===== config.mk =====
export PLATFORM = sky130hd
export DESIGN_NAME = flit_link_tx
export DESIGN_NICKNAME = d
export VERILOG_FILES = /design/src/rtl/flit_link_tx_pkg.sv /design/src/rtl/flit_link_tx_credit_counter.sv /design/src/rtl/flit_link_tx.sv
export SDC_FILE = /design/constraint.sdc
export NUM_CORES = 1
export LEC_CHECK = 0
export BUFFER_PORTS_ARGS = -buffer_cell sky130_fd_sc_hd__buf_2
export CELL_PAD_IN_SITES_DETAIL_PLACEMENT = 0
export CELL_PAD_IN_SITES_GLOBAL_PLACEMENT = 1
export CORE_MARGIN = 2
export CORE_UTILIZATION = 30
export DETAILED_ROUTE_END_ITERATION = 12
export GPL_TIMING_DRIVEN = 1
export PLACE_DENSITY_LB_ADDON = 0.08
export SETUP_SLACK_MARGIN = 0.5
export SYNTH_ARGS = -nofsm -noshare
export SYNTH_HDL_FRONTEND = slang
export SYNTH_SLANG_ARGS = --single-unit
export TNS_END_PERCENT = 20

===== constraint.sdc =====
create_clock -name clk -period 3.2 [get_ports clk]
set_clock_uncertainty 0.2 [all_clocks]
set_input_delay 0.64 -clock clk [delete_from_list [all_inputs] [get_ports clk]]
set_output_delay 0.64 -clock clk [all_outputs]
set_load 0.05 [all_outputs]

===== src/rtl/flit_link_tx_pkg.sv =====
// Shared link definitions for both ends of a router-to-router flit link:
// flit width default, the flit type macro and the credit-width derivation.
`ifndef FLIT_LINK_TX_PKG_SV
`define FLIT_LINK_TX_PKG_SV

`define FLIT_LINK_FLIT_T(w) logic [(w)-1:0]

package flit_link_tx_pkg;

  localparam int FLIT_SIZE_DEF = 32;

  function automatic int clogb2(input int value);
    int r;
    r = 0;
    while ((1 << r) < value) r++;
    return r;
  endfunction

  // The counter must hold 0..depth inclusive, hence depth+1 codes.
  function automatic int credit_width(input int depth);
    return clogb2(depth + 1);
  endfunction

endpackage

`endif


===== src/rtl/flit_link_tx_credit_counter.sv =====
// Saturating up/down credit counter: reset to MAX, one down per send,
// one up per returned credit; flags zero and over-return.
module flit_link_tx_credit_counter
  import flit_link_tx_pkg::*;
#(
  parameter int MAX = 8,
  localparam int W = credit_width(MAX)
) (
  input  logic         clk,
  input  logic         rst,
  input  logic         dec,
  input  logic         inc,
  output logic [W-1:0] cnt,
  output logic         zero,
  output logic         ovf
);

  localparam logic [W-1:0] MAX_C = W'(MAX);

  assign zero = (cnt == '0);
  // A credit arriving with nothing sent while already full has no slot to return to.
  assign ovf  = inc & ~dec & (cnt == MAX_C);

  always_ff @(posedge clk) begin
    if (!rst) begin
      cnt <= MAX_C;
    end else if (inc && !dec && !ovf) begin
      cnt <= cnt + 1'b1;
    end else if (dec && !inc) begin
      cnt <= cnt - 1'b1;
    end
  end

endmodule


===== src/rtl/flit_link_tx.sv =====
// Upstream end of a router link with credit-based flow control.
// Optional macro FLIT_LINK_TX_ERR_EN adds a sticky credit-overflow flag err_o.
module flit_link_tx
  import flit_link_tx_pkg::*;
#(
  parameter int FLIT_SIZE = FLIT_SIZE_DEF,
  parameter int BUFFER_SIZE = 8,
  localparam int CREDIT_W = credit_width(BUFFER_SIZE)
) (
  input  logic                       clk,
  input  logic                       rst,
  input  `FLIT_LINK_FLIT_T(FLIT_SIZE) data_i,
  input  logic                       valid_i,
  output logic                       ready_o,
  output `FLIT_LINK_FLIT_T(FLIT_SIZE) data_o,
  output logic                       valid_o,
  input  logic                       credit_i,
  output logic [CREDIT_W-1:0]        credits_o
`ifdef FLIT_LINK_TX_ERR_EN
  ,
  output logic                       err_o
`endif
);

  logic send;
  logic zero;
`ifdef FLIT_LINK_TX_ERR_EN
  logic ovf;
`else
  logic ovf_unused;
`endif

  assign ready_o = ~zero;
  assign send    = valid_i & ready_o;

  flit_link_tx_credit_counter #(
    .MAX (BUFFER_SIZE)
  ) u_credit_counter (
    .clk  (clk),
    .rst  (rst),
    .dec  (send),
    .inc  (credit_i),
    .cnt  (credits_o),
    .zero (zero),
`ifdef FLIT_LINK_TX_ERR_EN
    .ovf  (ovf)
`else
    .ovf  (ovf_unused)
`endif
  );

  // data_o only loads on a send so the link wires stay quiet when idle.
  always_ff @(posedge clk) begin
    if (!rst) begin
      valid_o <= 1'b0;
      data_o  <= '0;
    end else begin
      valid_o <= send;
      if (send) data_o <= data_i;
    end
  end

`ifdef FLIT_LINK_TX_ERR_EN
  always_ff @(posedge clk) begin
    if (!rst) begin
      err_o <= 1'b0;
    end else if (ovf) begin
      err_o <= 1'b1;
    end
  end
`endif

endmodule


==> impl_metrics.ini, run 1 <==
[cts]
clock_latency_ps = 280
cts-resized-gates = 0
clkTransAtPathRegs_ps = 70
postCtsSetupBuffers = 0
ctsRootBufferMaster = clkbuf_8
cts_max_level = 2
cts_tree = yes
cts.sinks = 37
cts_buffers = 5
cts.path.max_buffers = 2
hold_buffers = 0

[critical_path]
cp_top_family = compound AO/OA/AOI/OAI gates
cpMaxStageDelayCell = dfxtp_1
start_kind = register
endpoint_kind = register
cp_cell_sequence = o31a_1, a211o_1, ha_1, nand3_1, and2_1, or3_1, o2111ai_1
ff2ff_path_depth = 7
path_class = register to register
rr_endpoint = u_credit_counter.cnt[3]
max_stage_delay_ps = 390
reg2reg_slack_ps = 760
critPathArrivalTime_ps = 2430
cp_max_fo = 7
rr_startpoint = u_credit_counter.cnt[0]
critPathBufInv = 0
required_ps = 3200

[route]
routed_wl_mm = 3.57
dr_wl_met2_mm = 1.54
dr.first_iter.drc_count = 48
wire_per_inst_um = 11.2
via_count = 1367
via_per_inst = 4.31
drc = 0
route.antenna.remaining_nets = 0
met1_length_mm = 1.72
first_pass_iters = 3
highest_layer = met4
dr_wl_met3_um = 283

[timing]
min_period_ps = 2440
rsz0062_at_grt = false
setup_viol = 0
fin_crit_sh = 0.761
finalMaxSlewViolations = 0
worst_slew_pin_slew_ps = 484
fin_tns_setup_ps = 0
max_freq_ghz = 0.410
hold_viol = 0
relSlewSlack = 0.675

[logic_synthesis]
synth_top_area_frac = 0.506
synth-compound-area-share = 0.189
synth_edf_count = 0
synthTopCellsByCount = nand2_1 (66), dfxtp_1 (37), a21oi_1 (33)
ys_types = 27
synth_most_common_cell = nand2_1
synth.area.top_cells = dfxtp_1 (51%), nand2_1 (17%), a21oi_1 (11%), buf_6 (2.3%), a221oi_4 (1.8%)
synth_xor_area_frac = 0.0179
yosys.area.top_type = dfxtp_1
yosysWarningCount = 0
synth_top_family_by_area = simple AND/OR/NAND/NOR gates
synth-seq-cells = 37
syn_inst = 176
synth-async-reset-ratio = 0
syn-num-nets = 215
syn_area_sq_um = 1470
syn_avg_cell_area_sq_um = 8.32
synth-adder-area-share = 0.0307
synth_flop_cell = dfxtp_1
synthSimpleGateAreaFrac = 0.210
ys_seq_area_frac = 0.506
synthMuxAreaShare = 0

[floorplan]
io_pins = 74
initial_core_util = 0.310
fp.dieArea_sq_um = 5460
die_w_um = 73.9
die_h_um = 73.9
core_sq_um = 4720
fp-row-count = 25

[placed_design]
gp_congestion = 0.769
dpl.hpwl_mm = 2.59
dp.cells = 311
io_buffers = 73

[finish]
diodes = 0
drive_gt1_frac = 0.348
syn2layout_area_growth_pct = 34.1
nNetsFinal = 290
instances_no_fill = 317

[pwr]
peakVddDrop_mv = 0.426
power.density_nw_per_um2 = 779
power_leakage_uw = 0.000924

[grt]
grt_max_degree = 33
first_global_vias = 1220
groute.usage.overall = 0.140
grt_pass1_wl_mm = 5.78
grt_overflow = 0
antenna_found_initial = 0

[flow_run]
maxCapViolCount = 0

[min_path]
hp-start = data_o[28]
whs_endpoint = data_o[28]
holdPathStages = 2
hp-class = register to register

[outcome]
status = completed
## where the power goes
part / internal, uW / switching (uW)
clock: 143 / 151
sequential: 525 / 58.2
combinational: 199 / 454
## final cells by class
class                   instances  area (sq um)
clock buffers                   5          68.8
inverters                       3          11.3
clock inverters                 1          5.00
fillers                       529          2760
well taps                      67          83.8
repair buffers                 77           395
multi-input cells             127           659
flip-flops and latches         37           741
## tightest hold or removal path: cells and delay by family, from the launching register on
family          cells  cell delay [ps]
simple gates        1               50
compound gates      1               50
flops               1              310
## kinds of logic after synthesis
group                    Yosys count
XOR/XNOR                           3
AO/OA/AOI/OAI                     44
buffers and inverters             12
flip-flops                        37
adder cells (fa/ha/maj)            3
AND/OR/NAND/NOR                   77
## per-layer routing
metal	GRT usage	vias to the layer above
li1	-	727
met1	0.178	594
met2	0.210	44
met3	0.0604	2
met4	0.0485	0
met5	0	-
## placed cells by master, fill, tap and decap left out, types with 2 or more instances in the layout
cell type  instances
buf_2             73
buf_4              4
nand2_1           66
dfxtp_1           37
or3_1              2
nand3_1            2
ha_1               2
nor2_1             4
inv_1              2
xnor2_1            3
clkbuf_8           5
a211oi_1           2
a21oi_1           33
## state kept, by name, indices dropped and copies added (netlist names)
| register | count |
|---|---|
| data_o | 32 |
| u_credit_counter.cnt | 4 |
| valid_o | 1 |
## how the worst max path moves through the flow
stage	from	end	slack, ps	depth (start not counted)
2_1_floorplan	u_credit_counter.cnt[0]	u_credit_counter.cnt[3]	630	7
3_3_place_gp	valid_i	u_credit_counter.cnt[3]	600	8
3_5_place_dp	valid_i	u_credit_counter.cnt[3]	580	8
4_1_cts	u_credit_counter.cnt[0]	u_credit_counter.cnt[3]	740	7
5_1_grt	u_credit_counter.cnt[0]	u_credit_counter.cnt[3]	600	7
6_report	u_credit_counter.cnt[0]	u_credit_counter.cnt[3]	760	7
## metrics by stage
step | setup slack, ps | utilization | hold slack (ps) | instance area (sq um) | power, uW
final | 763 | 0.416 | 250 | 1960 | 1530
after global routing | 595 | 0.416 | 270 | 1960 | 1650
after CTS | 744 | 0.416 | 253 | 1960 | 1560
after detailed placement | 576 | 0.400 | 243 | 1890 | 1260
after global placement | 604 | 0.400 | 241 | 1890 | 1260
after floorplan | 626 | - | 471 | 1470 | 1110
No activity file was read; power rests on OpenSTA's default activity.
==> run 2: changes to the inputs <==
clock period = 2.4 ns   (was 3.2 ns; I/O delays follow)
==> impl_metrics.ini, run 2 (synthesized netlist as in run 1, its figures left out) <==
[outcome]
status = completed

[cts]
cts.sinks = 37
clkTransAtPathRegs_ps = 70
clock_latency_ps = 280
ctsRootBufferMaster = clkbuf_8
cts_tree = yes
cts_max_level = 2
cts_buffers = 5
cts.path.max_buffers = 2

[finish]
diodes = 0
largest_reg_flops = 32
top_register = data_o
top_regs = data_o x32, u_credit_counter.cnt x4, valid_o x1
instances_no_fill = 327
final_common_cell = buf_2
final_area_sq_um = 2110
drive_gt1_frac = 0.400
final_cell_mix = buf_2 (73), nand2_1 (66), dfxtp_1 (34), a21oi_1 (32), buf_4 (12)
fill_cells = 512
nNetsFinal = 298
syn2layout_area_growth_pct = 43.9

[placed_design]
dp.cells = 314
io_buffers = 73
dpl.hpwl_mm = 2.56
place_area_sq_um = 1940
gp_congestion = 0.750

[grt]
groute.usage.overall = 0.138
grt_pass1_wl_mm = 5.73
antenna_found_initial = 0
grt_max_degree = 26
first_global_vias = 1301
grt_overflow = 0

[route]
wire_per_inst_um = 11.4
drc = 0
dr.first_iter.drc_count = 47
via_count = 1415
route.antenna.remaining_nets = 0
first_pass_iters = 4
routed_wl_mm = 3.72
via_per_inst = 4.33

[timing]
setup_viol = 0
worst_slew_pin_slew_ps = 331
hold_viol = 0
relSlewSlack = 0.779
finalMaxSlewViolations = 0
min_period_ps = 2220
fin_crit_sh = 0.927
max_freq_ghz = 0.450
fin_tns_setup_ps = 0
rsz0062_at_grt = true

[flow_run]
maxCapViolCount = 0

[critical_path]
ff2ff_path_depth = 7
start_kind = register
required_ps = 2400
path_class = register to register
critPathArrivalTime_ps = 2230
cp_max_fo = 3
endpoint_kind = register

[floorplan]
io_pins = 74
fp.dieArea_sq_um = 5460
die_w_um = 73.9
die_h_um = 73.9
core_sq_um = 4720
fp-row-count = 25
initial_core_util = 0.310

[pwr]
peakVddDrop_mv = 0.540
power_leakage_uw = 0.000990
p_total_uw = 2300
power.density_nw_per_um2 = 1090

[min_path]
holdPathStages = 3
hp-class = primary input to register
==> run 2: report_power, final <==
part	total (uW)	leakage [uW]	internal, uW	switching (uW)
registers	779	0.000307	711	68.6
clock network	504	0.0000566	297	208
logic	1020	0.000626	356	665
total	2300	0.000990	1360	941
==> run 2: cell type report <==
cell class	count	area, sq um	share of cell area
clock buffers	8	111	0.0528
multi-input cells	127	694	0.329
well taps	67	83.8	0.0398
flip-flops and latches	37	752	0.357
inverters	3	11.3	0.00534
repair buffers	85	455	0.216
==> run 2: layer usage <==
metal,GRT usage,up-vias,share of wire
met5,0,-,0
met4,0.0424,0,0.0056
met3,0.0508,2,0.069
met2,0.233,45,0.47
met1,0.162,622,0.45
li1,-,746,-
==> run 2: critical path, stage by stage (launching register included) <==
cell and delay (ps):
dfxtp_4 350, o31a_1 300, a211o_1 300, ha_1 320, nand3_2 110, and2_4 180
or3_1 300, o2111ai_1 90
==> run 2: repair_timing <==
action,CTS,global route
resized for setup,2,2
pin swaps,2,5
buffers inserted,4,1
endpoints found under the setup margin,4,4
hold buffers,0,0
==> run 2: metrics by stage <==
| step | setup WS [ps] | hold WS [ps] | utilization |
|---|---|---|---|
| 3_3_place_gp | 81.0 | 241 | 0.411 |
| 5_1_grt | 85.0 | 220 | 0.446 |
| 3_5_place_dp | 43.2 | 245 | 0.411 |
| 2_1_floorplan | 121 | 360 | - |
| 4_1_cts | 156 | 224 | 0.443 |
| 6_report | 176 | 232 | 0.446 |
==> run 2: worst paths after layout <==
check | from | to | slack [ps]
max | u_credit_counter.cnt[1] | u_credit_counter.cnt[3] | 180
min | data_i[10] | data_o[10] | 230
max reg2reg | u_credit_counter.cnt[1] | u_credit_counter.cnt[3] | 180
min reg2reg | data_o[8] | data_o[8] | 250
==> run 3: changes to the inputs <==
CORE_UTILIZATION = 31   (was 30)
clock period = 2.3 ns   (was 2.4 ns; I/O delays follow)
==> impl_metrics.ini, run 3 (synthesized netlist as in run 1, its figures left out) <==
[cts]
ctsRootBufferMaster = clkbuf_8
cts.sinks = 37
cts.path.max_buffers = 2
clkTransAtPathRegs_ps = 80
cts_buffers = 5
hold_buffers = 0
clock_latency_ps = 290
cts_max_level = 2
cts_tree = yes

[pwr]
peakVddDrop_mv = 0.792
power.density_nw_per_um2 = 1170
p_total_uw = 2590
power_leakage_uw = 0.00105

[finish]
final_common_cell = buf_2
final_cell_mix = buf_2 (72), nand2_1 (65), dfxtp_1 (34), a21oi_1 (32), buf_4 (16)
fill_cells = 487
nNetsFinal = 307
largest_reg_flops = 32
diodes = 0
regArea_sq_um = 752
drive_gt1_frac = 0.428
top_regs = data_o x32, u_credit_counter.cnt x4, valid_o x1
post-route-util = 0.478
multi_input_area_sq_um = 707
top_register = data_o
syn2layout_area_growth_pct = 51.2

[floorplan]
io_pins = 74
core_sq_um = 4630
initial_core_util = 0.316
fp.dieArea_sq_um = 5290
die_h_um = 72.8
fp-row-count = 25
die_w_um = 72.8

[critical_path]
endpoint_kind = register
max_stage_delay_ps = 340
reg2reg_slack_ps = 150
rr_startpoint = u_credit_counter.cnt[1]
critPathArrivalTime_ps = 2170
cp-startpoint = u_credit_counter.cnt[1]
path_class = register to register
required_ps = 2310
cp_cell_sequence = o31a_1, a211o_1, ha_1, nand3_4, and2_4, or3_1, o2111ai_1
rr_endpoint = u_credit_counter.cnt[3]
cpMaxStageDelayCell = dfxtp_4
cp-endpoint = u_credit_counter.cnt[3]
ff2ff_path_depth = 7
start_kind = register
cp_max_fo = 3

[timing]
setup_viol = 0
worst_slew_pin_slew_ps = 393
min_period_ps = 2150
finalMaxSlewViolations = 0
fin_crit_sh = 0.937
fin_tns_setup_ps = 0
relSlewSlack = 0.737
rsz0062_at_grt = true
hold_viol = 0
max_freq_ghz = 0.464
whs_ps = 202

[route]
drc = 0
routed_wl_mm = 3.82
via_per_inst = 4.51
first_pass_iters = 4
via_count = 1457
dr.first_iter.drc_count = 55
route.antenna.remaining_nets = 0
wire_per_inst_um = 11.8

[placed_design]
io_buffers = 73
dpl.hpwl_mm = 2.59
gp_congestion = 0.781

[grt]
antenna_found_initial = 0
grt_max_degree = 25
first_global_vias = 1377
grt_pass1_wl_mm = 6.04
grt_overflow = 0
groute.usage.overall = 0.147

[flow_run]
maxCapViolCount = 0

[outcome]
status = completed

[min_path]
hp-class = primary input to register
==> run 3: cell types whose count changed in the layout (fill, tap and decap cells not counted), sizes merged <==
cell  change
buf       +9
==> run 3: metal layers <==
metal | vias up | track usage | routed length (um)
li1 | 765 | - | -
met1 | 640 | 0.168 | 1640
met2 | 47 | 0.255 | 1860
met3 | 5 | 0.0456 | 263
met4 | 0 | 0.0556 | 46
met5 | - | 0 | 0
==> run 3: final cells by class <==
cell class | instances | area share
timing repair buffer | 94 | 0.255
multi-input combinational | 127 | 0.319
clock buffer | 8 | 0.0503
tap | 54 | 0.0305
inverter | 3 | 0.00508
sequential | 37 | 0.340
==> run 3: what timing repair did <==
| action | CTS | global route |
|---|---|---|
| pin swaps | 6 | 4 |
| gates resized for setup | 2 | 14 |
| setup buffers | 5 | 5 |
| setup endpoints to repair | 4 | 29 |
==> run 3: worst min path at each step <==
| stage | end | depth (start not counted) | from | slack [ps] |
|---|---|---|---|---|
| 6_report | data_o[20] | 3 | data_i[20] | 200 |
| 5_1_grt | data_o[16] | 3 | data_i[16] | 210 |
| 4_1_cts | data_o[20] | 3 | data_i[20] | 190 |
| 3_5_place_dp | data_o[20] | 2 | data_o[20] | 240 |
| 3_3_place_gp | data_o[24] | 2 | data_o[24] | 240 |
| 2_1_floorplan | u_credit_counter.cnt[1] | 2 | u_credit_counter.cnt[1] | 360 |
==> run 3: worst max-delay path, delay by kind of cell, from the launching register on <==
family	cells	cell delay, ps
flip-flops	1	340
adder cells (fa/ha/maj)	1	330
AND/OR/NAND/NOR	3	530
AO/OA/AOI/OAI	3	680
==> run 3: through the flow <==
step | cell area (sq um) | instances | worst slack [ps]
final | 2210 | 323 | 146
after global routing | 2210 | 323 | 75.7
after CTS | 2130 | 318 | 113
after detailed placement | 1970 | 305 | 39.5
after global placement | 1970 | 305 | 82.6
after floorplan | 1490 | 176 | 21.2
==> run 3: power by group <==
part	internal [uW]	switching (uW)	total, uW
Clock	310	226	536
Combinational	498	758	1260
Sequential	741	53.8	795
Total	1550	1040	2590
